$ cat config.mk
export PLATFORM = sky130hd
export DESIGN_NAME = innings_scorer
export DESIGN_NICKNAME = d
export VERILOG_FILES = /design/src/rtl/cricket_pkg.sv /design/src/rtl/outcome_decoder.sv /design/src/rtl/innings_scorer.sv
export SDC_FILE = /design/constraint.sdc
export NUM_CORES = 1
export LEC_CHECK = 0
export CAP_MARGIN = 15
export CORE_MARGIN = 5
export CORE_UTILIZATION = 57
export DETAILED_ROUTE_END_ITERATION = 10
export GPL_ROUTABILITY_DRIVEN = 0
export GPL_TIMING_DRIVEN = 0
export PLACE_DENSITY = 0.95
export SYNTH_ARGS = -nofsm -noshare
export SYNTH_HDL_FRONTEND = slang
export SYNTH_SLANG_ARGS = --single-unit
$ cat constraint.sdc
create_clock -name clk -period 10.7 [get_ports clk]
set_clock_uncertainty 0.1 [all_clocks]
set_input_delay 1.07 -clock clk [delete_from_list [all_inputs] [get_ports clk]]
set_output_delay 1.07 -clock clk [all_outputs]
set_load 0.05 [all_outputs]
$ cat src/rtl/cricket_pkg.sv
// Shared types and outcome helpers for the T20 scoring engine.
package cricket_pkg;

  typedef enum logic [2:0] {
    IDLE,
    INN1,
    BREAK,
    INN2,
    DONE
  } state_t;

  typedef enum logic [1:0] {
    DOT,
    RUN,
    EXTRA,
    WICKET
  } outcome_class_t;

  localparam logic [1:0] WIN_NONE  = 2'b00;
  localparam logic [1:0] WIN_TEAM1 = 2'b01;
  localparam logic [1:0] WIN_TEAM2 = 2'b10;
  localparam logic [1:0] WIN_TIE   = 2'b11;

  // Classify a raw random code into dot / scoring / extra / wicket.
  function automatic outcome_class_t outcome_class(input logic [3:0] code);
    outcome_class_t cls;
    if (code <= 4'd2)       cls = DOT;
    else if (code <= 4'd12) cls = RUN;
    else if (code <= 4'd14) cls = EXTRA;
    else                    cls = WICKET;
    return cls;
  endfunction

  // Runs credited to the batting side for a raw code (extras carry one run).
  function automatic logic [2:0] outcome_runs(input logic [3:0] code);
    logic [2:0] value;
    case (code)
      4'd3, 4'd4, 4'd5, 4'd6: value = 3'd1;
      4'd7, 4'd8, 4'd9:       value = 3'd2;
      4'd10:                  value = 3'd3;
      4'd11:                  value = 3'd4;
      4'd12:                  value = 3'd6;
      4'd13, 4'd14:           value = 3'd1;
      default:                value = 3'd0;
    endcase
    return value;
  endfunction

endpackage

$ cat src/rtl/outcome_decoder.sv
// Combinational decode of one raw ball code into run value and ball type.
module outcome_decoder
  import cricket_pkg::*;
(
  input  logic [3:0] ball_outcome,
  output logic [2:0] run_value,
  output logic       is_legal,
  output logic       is_wicket
);

  outcome_class_t cls;

  // Wides and no-balls are the only deliveries that do not count as a ball.
  always_comb begin
    cls       = outcome_class(ball_outcome);
    run_value = outcome_runs(ball_outcome);
    is_legal  = (cls != EXTRA);
    is_wicket = (cls == WICKET);
  end

endmodule

$ cat src/rtl/innings_scorer.sv
// Two-innings T20 scoring engine: ball intake, counters, innings close, result.
module innings_scorer
  import cricket_pkg::*;
#(
  parameter int unsigned BALLS_PER_OVER = 6,
  parameter int unsigned MAX_OVERS      = 20,
  parameter int unsigned MAX_WKTS       = 10,
  parameter int unsigned RUN_W          = 9,
  localparam int unsigned OVR_W         = $clog2(MAX_OVERS + 1),
  localparam int unsigned BIO_W         = $clog2(BALLS_PER_OVER)
) (
  input  logic             clk,
  input  logic             rst,
  input  logic             start,
  input  logic             ball_valid,
  input  logic [3:0]       ball_outcome,
  output logic             ball_ready,
  output logic             innings,
  output logic [RUN_W-1:0] runs,
  output logic [3:0]       wickets,
  output logic [OVR_W-1:0] overs,
  output logic [BIO_W-1:0] ball_in_over,
  output logic [RUN_W-1:0] team1_runs,
  output logic [RUN_W-1:0] team2_runs,
  output logic [3:0]       team1_wkts,
  output logic [3:0]       team2_wkts,
  output logic [RUN_W-1:0] target,
  output logic             innings_done,
  output logic             match_over,
  output logic [1:0]       winner
);

  localparam int unsigned SUM_W = RUN_W + 1;

  state_t           state, state_d;
  logic [2:0]       run_value;
  logic             is_legal, is_wicket;
  logic             accept, closing;
  logic [SUM_W-1:0] ball_sum, target_sum;
  logic [RUN_W-1:0] runs_new, target_load;
  logic [3:0]       wkts_new;
  logic [OVR_W-1:0] overs_new;
  logic [BIO_W-1:0] bio_new;

  logic             ball_ready_d, innings_d, innings_done_d, match_over_d;
  logic [RUN_W-1:0] runs_d, team1_runs_d, team2_runs_d, target_d;
  logic [3:0]       wickets_d, team1_wkts_d, team2_wkts_d;
  logic [OVR_W-1:0] overs_d;
  logic [BIO_W-1:0] bio_d;
  logic [1:0]       winner_d;

  outcome_decoder u_decoder (
    .ball_outcome (ball_outcome),
    .run_value    (run_value),
    .is_legal     (is_legal),
    .is_wicket    (is_wicket)
  );

  // Post-ball counter values, saturating runs, and the innings close test.
  always_comb begin
    accept     = ball_valid && ball_ready;
    ball_sum   = SUM_W'(runs) + SUM_W'(run_value);
    runs_new   = ball_sum[RUN_W] ? '1 : ball_sum[RUN_W-1:0];
    wkts_new   = wickets + 4'(is_wicket);
    overs_new  = overs;
    bio_new    = ball_in_over;
    if (is_legal) begin
      if (ball_in_over == BIO_W'(BALLS_PER_OVER - 1)) begin
        bio_new   = '0;
        overs_new = overs + OVR_W'(1);
      end else begin
        bio_new = ball_in_over + BIO_W'(1);
      end
    end
    closing     = (wkts_new == 4'(MAX_WKTS)) || (overs_new == OVR_W'(MAX_OVERS)) ||
                  ((state == INN2) && (runs_new >= target));
    target_sum  = SUM_W'(team1_runs) + SUM_W'(1);
    target_load = target_sum[RUN_W] ? '1 : target_sum[RUN_W-1:0];
  end

  // Next-state and next-output logic for the match sequence.
  always_comb begin
    state_d        = state;
    runs_d         = runs;
    wickets_d      = wickets;
    overs_d        = overs;
    bio_d          = ball_in_over;
    team1_runs_d   = team1_runs;
    team2_runs_d   = team2_runs;
    team1_wkts_d   = team1_wkts;
    team2_wkts_d   = team2_wkts;
    target_d       = target;
    winner_d       = winner;
    innings_done_d = 1'b0;
    case (state)
      IDLE, DONE: begin
        if (start) begin
          state_d      = INN1;
          runs_d       = '0;
          wickets_d    = '0;
          overs_d      = '0;
          bio_d        = '0;
          team1_runs_d = '0;
          team2_runs_d = '0;
          team1_wkts_d = '0;
          team2_wkts_d = '0;
          target_d     = '0;
          winner_d     = WIN_NONE;
        end
      end
      INN1, INN2: begin
        if (accept) begin
          runs_d    = runs_new;
          wickets_d = wkts_new;
          overs_d   = overs_new;
          bio_d     = bio_new;
          if (state == INN1) begin
            team1_runs_d = runs_new;
            team1_wkts_d = wkts_new;
          end else begin
            team2_runs_d = runs_new;
            team2_wkts_d = wkts_new;
          end
          if (closing) begin
            innings_done_d = 1'b1;
            if (state == INN1) begin
              state_d = BREAK;
            end else begin
              state_d = DONE;
              if (runs_new > team1_runs)       winner_d = WIN_TEAM2;
              else if (runs_new == team1_runs) winner_d = WIN_TIE;
              else                             winner_d = WIN_TEAM1;
            end
          end
        end
      end
      BREAK: begin
        state_d   = INN2;
        target_d  = target_load;
        runs_d    = '0;
        wickets_d = '0;
        overs_d   = '0;
        bio_d     = '0;
      end
      default: state_d = IDLE;
    endcase
    innings_d    = (state_d == BREAK) || (state_d == INN2) || (state_d == DONE);
    ball_ready_d = (state_d == INN1) || (state_d == INN2);
    match_over_d = (state_d == DONE);
  end

  // State and output registers.
  always_ff @(posedge clk or posedge rst) begin
    if (rst) begin
      state        <= IDLE;
      ball_ready   <= 1'b0;
      innings      <= 1'b0;
      runs         <= '0;
      wickets      <= '0;
      overs        <= '0;
      ball_in_over <= '0;
      team1_runs   <= '0;
      team2_runs   <= '0;
      team1_wkts   <= '0;
      team2_wkts   <= '0;
      target       <= '0;
      innings_done <= 1'b0;
      match_over   <= 1'b0;
      winner       <= WIN_NONE;
    end else begin
      state        <= state_d;
      ball_ready   <= ball_ready_d;
      innings      <= innings_d;
      runs         <= runs_d;
      wickets      <= wickets_d;
      overs        <= overs_d;
      ball_in_over <= bio_d;
      team1_runs   <= team1_runs_d;
      team2_runs   <= team2_runs_d;
      team1_wkts   <= team1_wkts_d;
      team2_wkts   <= team2_wkts_d;
      target       <= target_d;
      innings_done <= innings_done_d;
      match_over   <= match_over_d;
      winner       <= winner_d;
    end
  end

endmodule

* Word-level counts from Yosys, hierarchy flattened *
Memory sizes are Yosys's and may differ from the RTL's.
Index checks and enable logic that the tools add are counted.

word-level totals
  bits in registers = 65
  latch bits = 0
  bits in writable memories = 0
  memory bits (read-only) = 48
  word-level logic and storage cells = 114
  memories = 1

operators by class
  add/sub/neg operators = 5
  multiply operators = 0
  div/mod/pow operators = 0
  magnitude comparators = 5
  equal/unequal tests = 20
  shift operators = 0
  multiplexer cells = 49
  bitwise operators = 0
  reduce and logical (&&, ||, !) cells = 19

memory list
  name             words  width  read ports  clocked after memory_dff  wr ports  RTL line           text
  (no name shown)  16     3      1           0                         0         cricket_pkg.sv:37  case (code)

operators with widths
  operator                number
  $mux W9                 8
  $pmux W9 S2             3
  $pmux W9 S3             1
  $mux W3                 8
  $mux W4                 6
  $mux W5                 4
  $pmux W3 S3             2
  $mux W2                 8
  $pmux W4 S2             2
  $pmux W5 S3             1
  $ne A2 B2 Y1 const B    7
  $eq A3 B2 Y1 const B    4
  $pmux W4 S3             1
  $reduce_and A4 Y1       3
  $add A9 B1 Y10 const B  1
  $add A9 B3 Y10          1
  $eq A3 B3 Y1 const B    3
  $eq A9 B9 Y1            1
  $ge A9 B9 Y1            1
  $gt A9 B9 Y1            1
  $le A4 B4 Y1 const B    2
  $eq A3 B1 Y1 const B    2
  $add A5 B1 Y5 const B   1
  $eq A5 B5 Y1 const B    1
  16 further kinds        26

* Longest topological paths before layout *
  depth after elaboration = 15
  depth in mapped cells = 18

* Modules after synthesis *
A second synthesis with hierarchy kept.

second synthesis, totals
  cells, all modules = 413
  area, all modules = 3837.4 sq um

modules (own cells, without submodules)
  module           times used  cells each  area each (sq um)
  innings_scorer   1           394         3681.0
  outcome_decoder  1           19          156.4

* Worst setup path after synthesis *
OpenSTA, ideal clock, no wires.

  kind = input -> register
  from = in ball_outcome[0]
  to = reg innings
  library setup time = 131 ps
  arrival time = 4755 ps
  data required time = 10469 ps
  slack = 5714 ps
  stages = 17
  path through = inv_1 ha_1 mux2_2 nand2_1 o21ai_0 ha_1 a21o_1 a21oi_1 or4b_2 clkbuf_1 nand2b_1 ha_1 a2111oi_1 nor4_2 a2111oi_4 nor2_2 or3_1

between the ends
  word-level cells in the longest chain between the ends = 15
  elaborated cells on any way between the ends = 27
  those cells by class = add/sub: 2; order compare: 4; eq/ne: 7; mux: 8; reduce/logical: 5; memory: 1

RTL lines
  what                                                                    RTL line               text
  start, declared                                                         innings_scorer.sv:16   input logic [3:0] ball_outcome,
  parallel branches: the longest is 8 deep, another holds $add A9 B3 Y10  --
  $logic_or A1 B1 Y1 (*)                                                  innings_scorer.sv:75   closing = (wkts_new == 4'(MAX_WKTS)) || (overs_new == OVR_W'(MAX_OVERS)) ||
  $mux W3 (*)                                                             innings_scorer.sv:124  if (closing) begin
  $mux W3 (*)                                                             innings_scorer.sv:112  if (accept) begin
  $pmux W3 S3 (*)                                                         innings_scorer.sv:95   case (state)
  $eq A3 B2 Y1                                                            innings_scorer.sv:147  innings_d = (state_d == BREAK) || (state_d == INN2) || (state_d == DONE);
  $logic_or A1 B1 Y1                                                      innings_scorer.sv:147
  $logic_or A1 B1 Y1 (*)                                                  innings_scorer.sv:147
  named net innings_d                                                     innings_scorer.sv:45   logic ball_ready_d, innings_d, innings_done_d, match_over_d;
  end signal, assigned                                                    innings_scorer.sv:173  innings <= innings_d;
  end, declared                                                           innings_scorer.sv:18   output logic innings,

Mark *: on every way through the listed nets, which the timed path passes.
A chain may end at the register's enable or synchronous reset.

* Worst setup path after layout *
Same ends and word-level chain as after synthesis.

==> impl_metrics.tcl <==
set metrics [dict create \
    synth_edf_count 0 \
    ys_top_cells_by_area "dfrtp_1, ha_1, nand2_1, o21ai_0, mux2_2" \
    cts_resized 0 \
    clkTransAtPathRegs_ns 0.07 \
    vias 3532 \
    grtUsageMet1_pct 32.8 \
    cts.sinks 65 \
    cts_setup_buffers 0 \
    critPathLaunchType "input port" \
    worstPathArrival_ns 6.09 \
    required_ns 10.82 \
    holdPathStages 2 \
    met3_usage_pct 4.84 \
    hold_viol 0 \
    synth.most_common_cell "nand2_1" \
    outcome "completed" \
    rr_endpoint "innings$_DFF_PP0_" \
    fill_cells 457 \
    synth_nets 449 \
    rrSetupSlack_ns 6.49 \
    hold_path_end "team1_wkts[0]$_DFFE_PP0P_" \
    p_leak_nw 2.22 \
    cpPeakStageDelay_ns 0.70 \
    root_buffer "clkbuf_8" \
    worstSkewPairLatency_ns 0.35 \
    ir_worst_vdd_uv 205 \
    drv_slew 0 \
    grtUsageTotal_pct 26.2 \
    fin_nets 530 \
    drive_gt1_share_pct 9.46 \
    finalCritPeriodShare_pct 55.8 \
    core_um2 6680 \
    worst_pin_slew_ns 0.636 \
    grt_pass1_wl_um 17500 \
    ant_nets 0 \
    seq_area_frac_synth_pct 42.3 \
    synth_commonest_cells "nand2_1, dfrtp_1, o21ai_0" \
    wire_per_inst_um 18.5 \
    yosysTopAreaCellShare_pct 42.3 \
    drt_iter0_markers 237 \
    switching_share_pct 43.5 \
    numCtsBuffers 9 \
    grt-ovfl-total 0 \
    grt_pass1_vias 3555 \
    use_met2_pct 43.5 \
    seqPwrFrac_pct 33.0 \
    grt_max_degree 45 \
    clockBufferDepth 2 \
    cp_max_fo 7 \
    hpwl_um 7510 \
    synth_flop_cell "dfrtp_1" \
    syn_area_um2 3850 \
    io_pins 70 \
    r2r_start "runs[1]$_DFFE_PP0P_" \
    synth_top_area_cell "dfrtp_1" \
    finalWirelength_um 10700 \
    port_buffers 69 \
    clockPowerShare_pct 22.1 \
    hold_start "team1_wkts[0]$_DFFE_PP0P_" \
    syn_avg_cell_area_um2 9.36 \
    finalPower_w 0.000999 \
    rsz0062_at_grt "no" \
    p_int_w 0.000564 \
    period_needed_ns 5.97 \
    diodes 0 \
    crit_chain "clkdlybuf4s50_1 -> inv_1 -> ha_1 -> mux2_2 -> nand2_1 -> o21ai_0 -> ha_1 -> a21o_1 -> a21oi_1 -> or4b_2 -> clkbuf_1 -> nand2b_1 -> ha_1 -> a2111oi_1 -> nor4_2 -> a2111oi_4 -> nor2_2 -> or3_1" \
    syn2layout_area_growth_pct 26.5 \
    rows 30 \
    synthCells 411 \
    timing.fmax_mhz 168 \
    criticalPathCategory "in2reg" \
    slew_headroom_pct 57.6 \
    crit_top_cell "ha_1" \
    finalSetupViolations 0 \
    min_path_type "reg2reg" \
    firstDrtPassIters 5 \
    die_x_um 92.1 \
    start_util_pct 57.6 \
    dieHeight_um 92.1 \
    power_density_nw_per_um2 205 \
    p_sw_w 0.000435 \
    ctsHtreeMaxLevel 3 \
    critPathSlowestCell "or4b_2" \
    setup_tns_ns 0 \
    async_reset_ff_share_pct 100 \
    synth-seq-cells 65 \
    route.detailed.drc 0 \
    grt_antenna_before_repair 0 \
    top_usage_layer "met2" \
    vias_per_cell 6.12 \
    dieArea_um2 8490 \
    drv_cap 0 \
    tritoncts "built" \
    end_kind "register" \
    cts_hold_buf 0 \
    synth_warnings 0 \
    synth.distinct_cells 64 \
    combPwrFrac_pct 44.9 \
    reg2reg_depth 12 \
]
==> per-stage QoR <==
| stage | instances | util (%) | hold WS (ns) | worst slack [ns] | instance area, um^2 |
|---|---|---|---|---|---|
| finish | 577 | 72.8 | 0.388 | 4.73 | 4860 |
| global route | 577 | 72.8 | 0.423 | 4.40 | 4860 |
| CTS | 577 | 72.8 | 0.395 | 4.74 | 4860 |
| detailed placement | 561 | 69.7 | 0.375 | 4.50 | 4660 |
| global placement | 560 | 69.4 | 0.367 | 4.68 | 4640 |
| floorplan | 411 | - | 0.351 | 5.71 | 3850 |
==> worst max-delay path: cells and delay by family <==
| kind | cells | cell delay, ns |
|---|---|---|
| muxes | 1 | 0.26 |
| adders and majority gates | 3 | 0.83 |
| AOI/OAI and AO/OA | 5 | 1.49 |
| buffers and inverters | 3 | 0.92 |
| and+or+nand+nor | 6 | 1.54 |
==> flip-flops by register name (all words and copies together) (netlist names), 3 cells and up <==
register,flops
runs,9
target,9
team1_runs,9
team2_runs,9
overs,5
team1_wkts,4
team2_wkts,4
wickets,4
ball_in_over,3
state,3
==> cell type report <==
type | instances | area, um^2 | area share (%)
buffer | 14 | 66.3 | 1.36
timing repair buffer | 70 | 711 | 14.6
multi-input combinational | 307 | 2060 | 42.3
sequential | 65 | 1630 | 33.4
clock inverter | 2 | 35.0 | 0.720
clock buffer | 14 | 173 | 3.55
inverter | 25 | 93.8 | 1.93
tap | 80 | 100 | 2.06
==> cell families (layout without fill, tap and decap cells) <==
| family | Yosys count | after routing | share of synthesized area (%) |
|---|---|---|---|
| compound gates | 102 | 102 | 17.4 |
| xor+xnor | 11 | 11 | 2.70 |
| fa+ha+maj | 30 | 30 | 9.95 |
| buf+inv | 39 | 125 | 4.16 |
| flops | 65 | 65 | 42.3 |
| mux | 15 | 15 | 4.59 |
| simple gates | 149 | 149 | 18.9 |
==> cell usage in the layout, fill, tap and decap left out, drive strengths merged, types with 4 or more instances in the layout <==
master          n
clkdlybuf4s50  69
o21ai          51
nor2b           4
clkbuf         26
dfrtp          65
nand2b         10
nand3          13
nand4           4
nand2          72
inv            25
xnor2           6
o31ai           5
a21o            6
mux2           11
ha             29
xor2            5
nor2           20
a21oi          12
==> worst max-delay path by stage <==
stage | startpoint | endpoint | slack [ns] | cells past startpoint
after floorplan | ball_outcome[0] | innings$_DFF_PP0_ | 5.71 | 17
after global routing | ball_outcome[0] | innings$_DFF_PP0_ | 4.40 | 18
after detailed placement | ball_outcome[0] | winner[1]$_DFFE_PP0P_ | 4.50 | 17
after global placement | ball_outcome[0] | innings$_DFF_PP0_ | 4.68 | 18
after CTS | ball_outcome[0] | innings$_DFF_PP0_ | 4.74 | 18
final | ball_outcome[0] | innings$_DFF_PP0_ | 4.73 | 18
==> power by group through the flow <==
stage               Sequential (W)  Clock (W)  Combinational (W)
floorplan                 0.000435          0           0.000186
global placement          0.000326          0           0.000418
detailed placement        0.000329          0           0.000434
CTS                       0.000327   0.000221           0.000445
global route              0.000335   0.000232           0.000482
finish                    0.000329   0.000221           0.000448
==> layer usage <==
metal / up-vias / routed length, um / part of all wire [%]
met3: 34 / 838 / 7.8
met4: 0 / 366 / 3.4
met2: 186 / 5280 / 49
met1: 1708 / 4190 / 39
met5: - / 0 / 0
li1: 1604 / - / -
No activity file was read; power rests on OpenSTA's default activity.
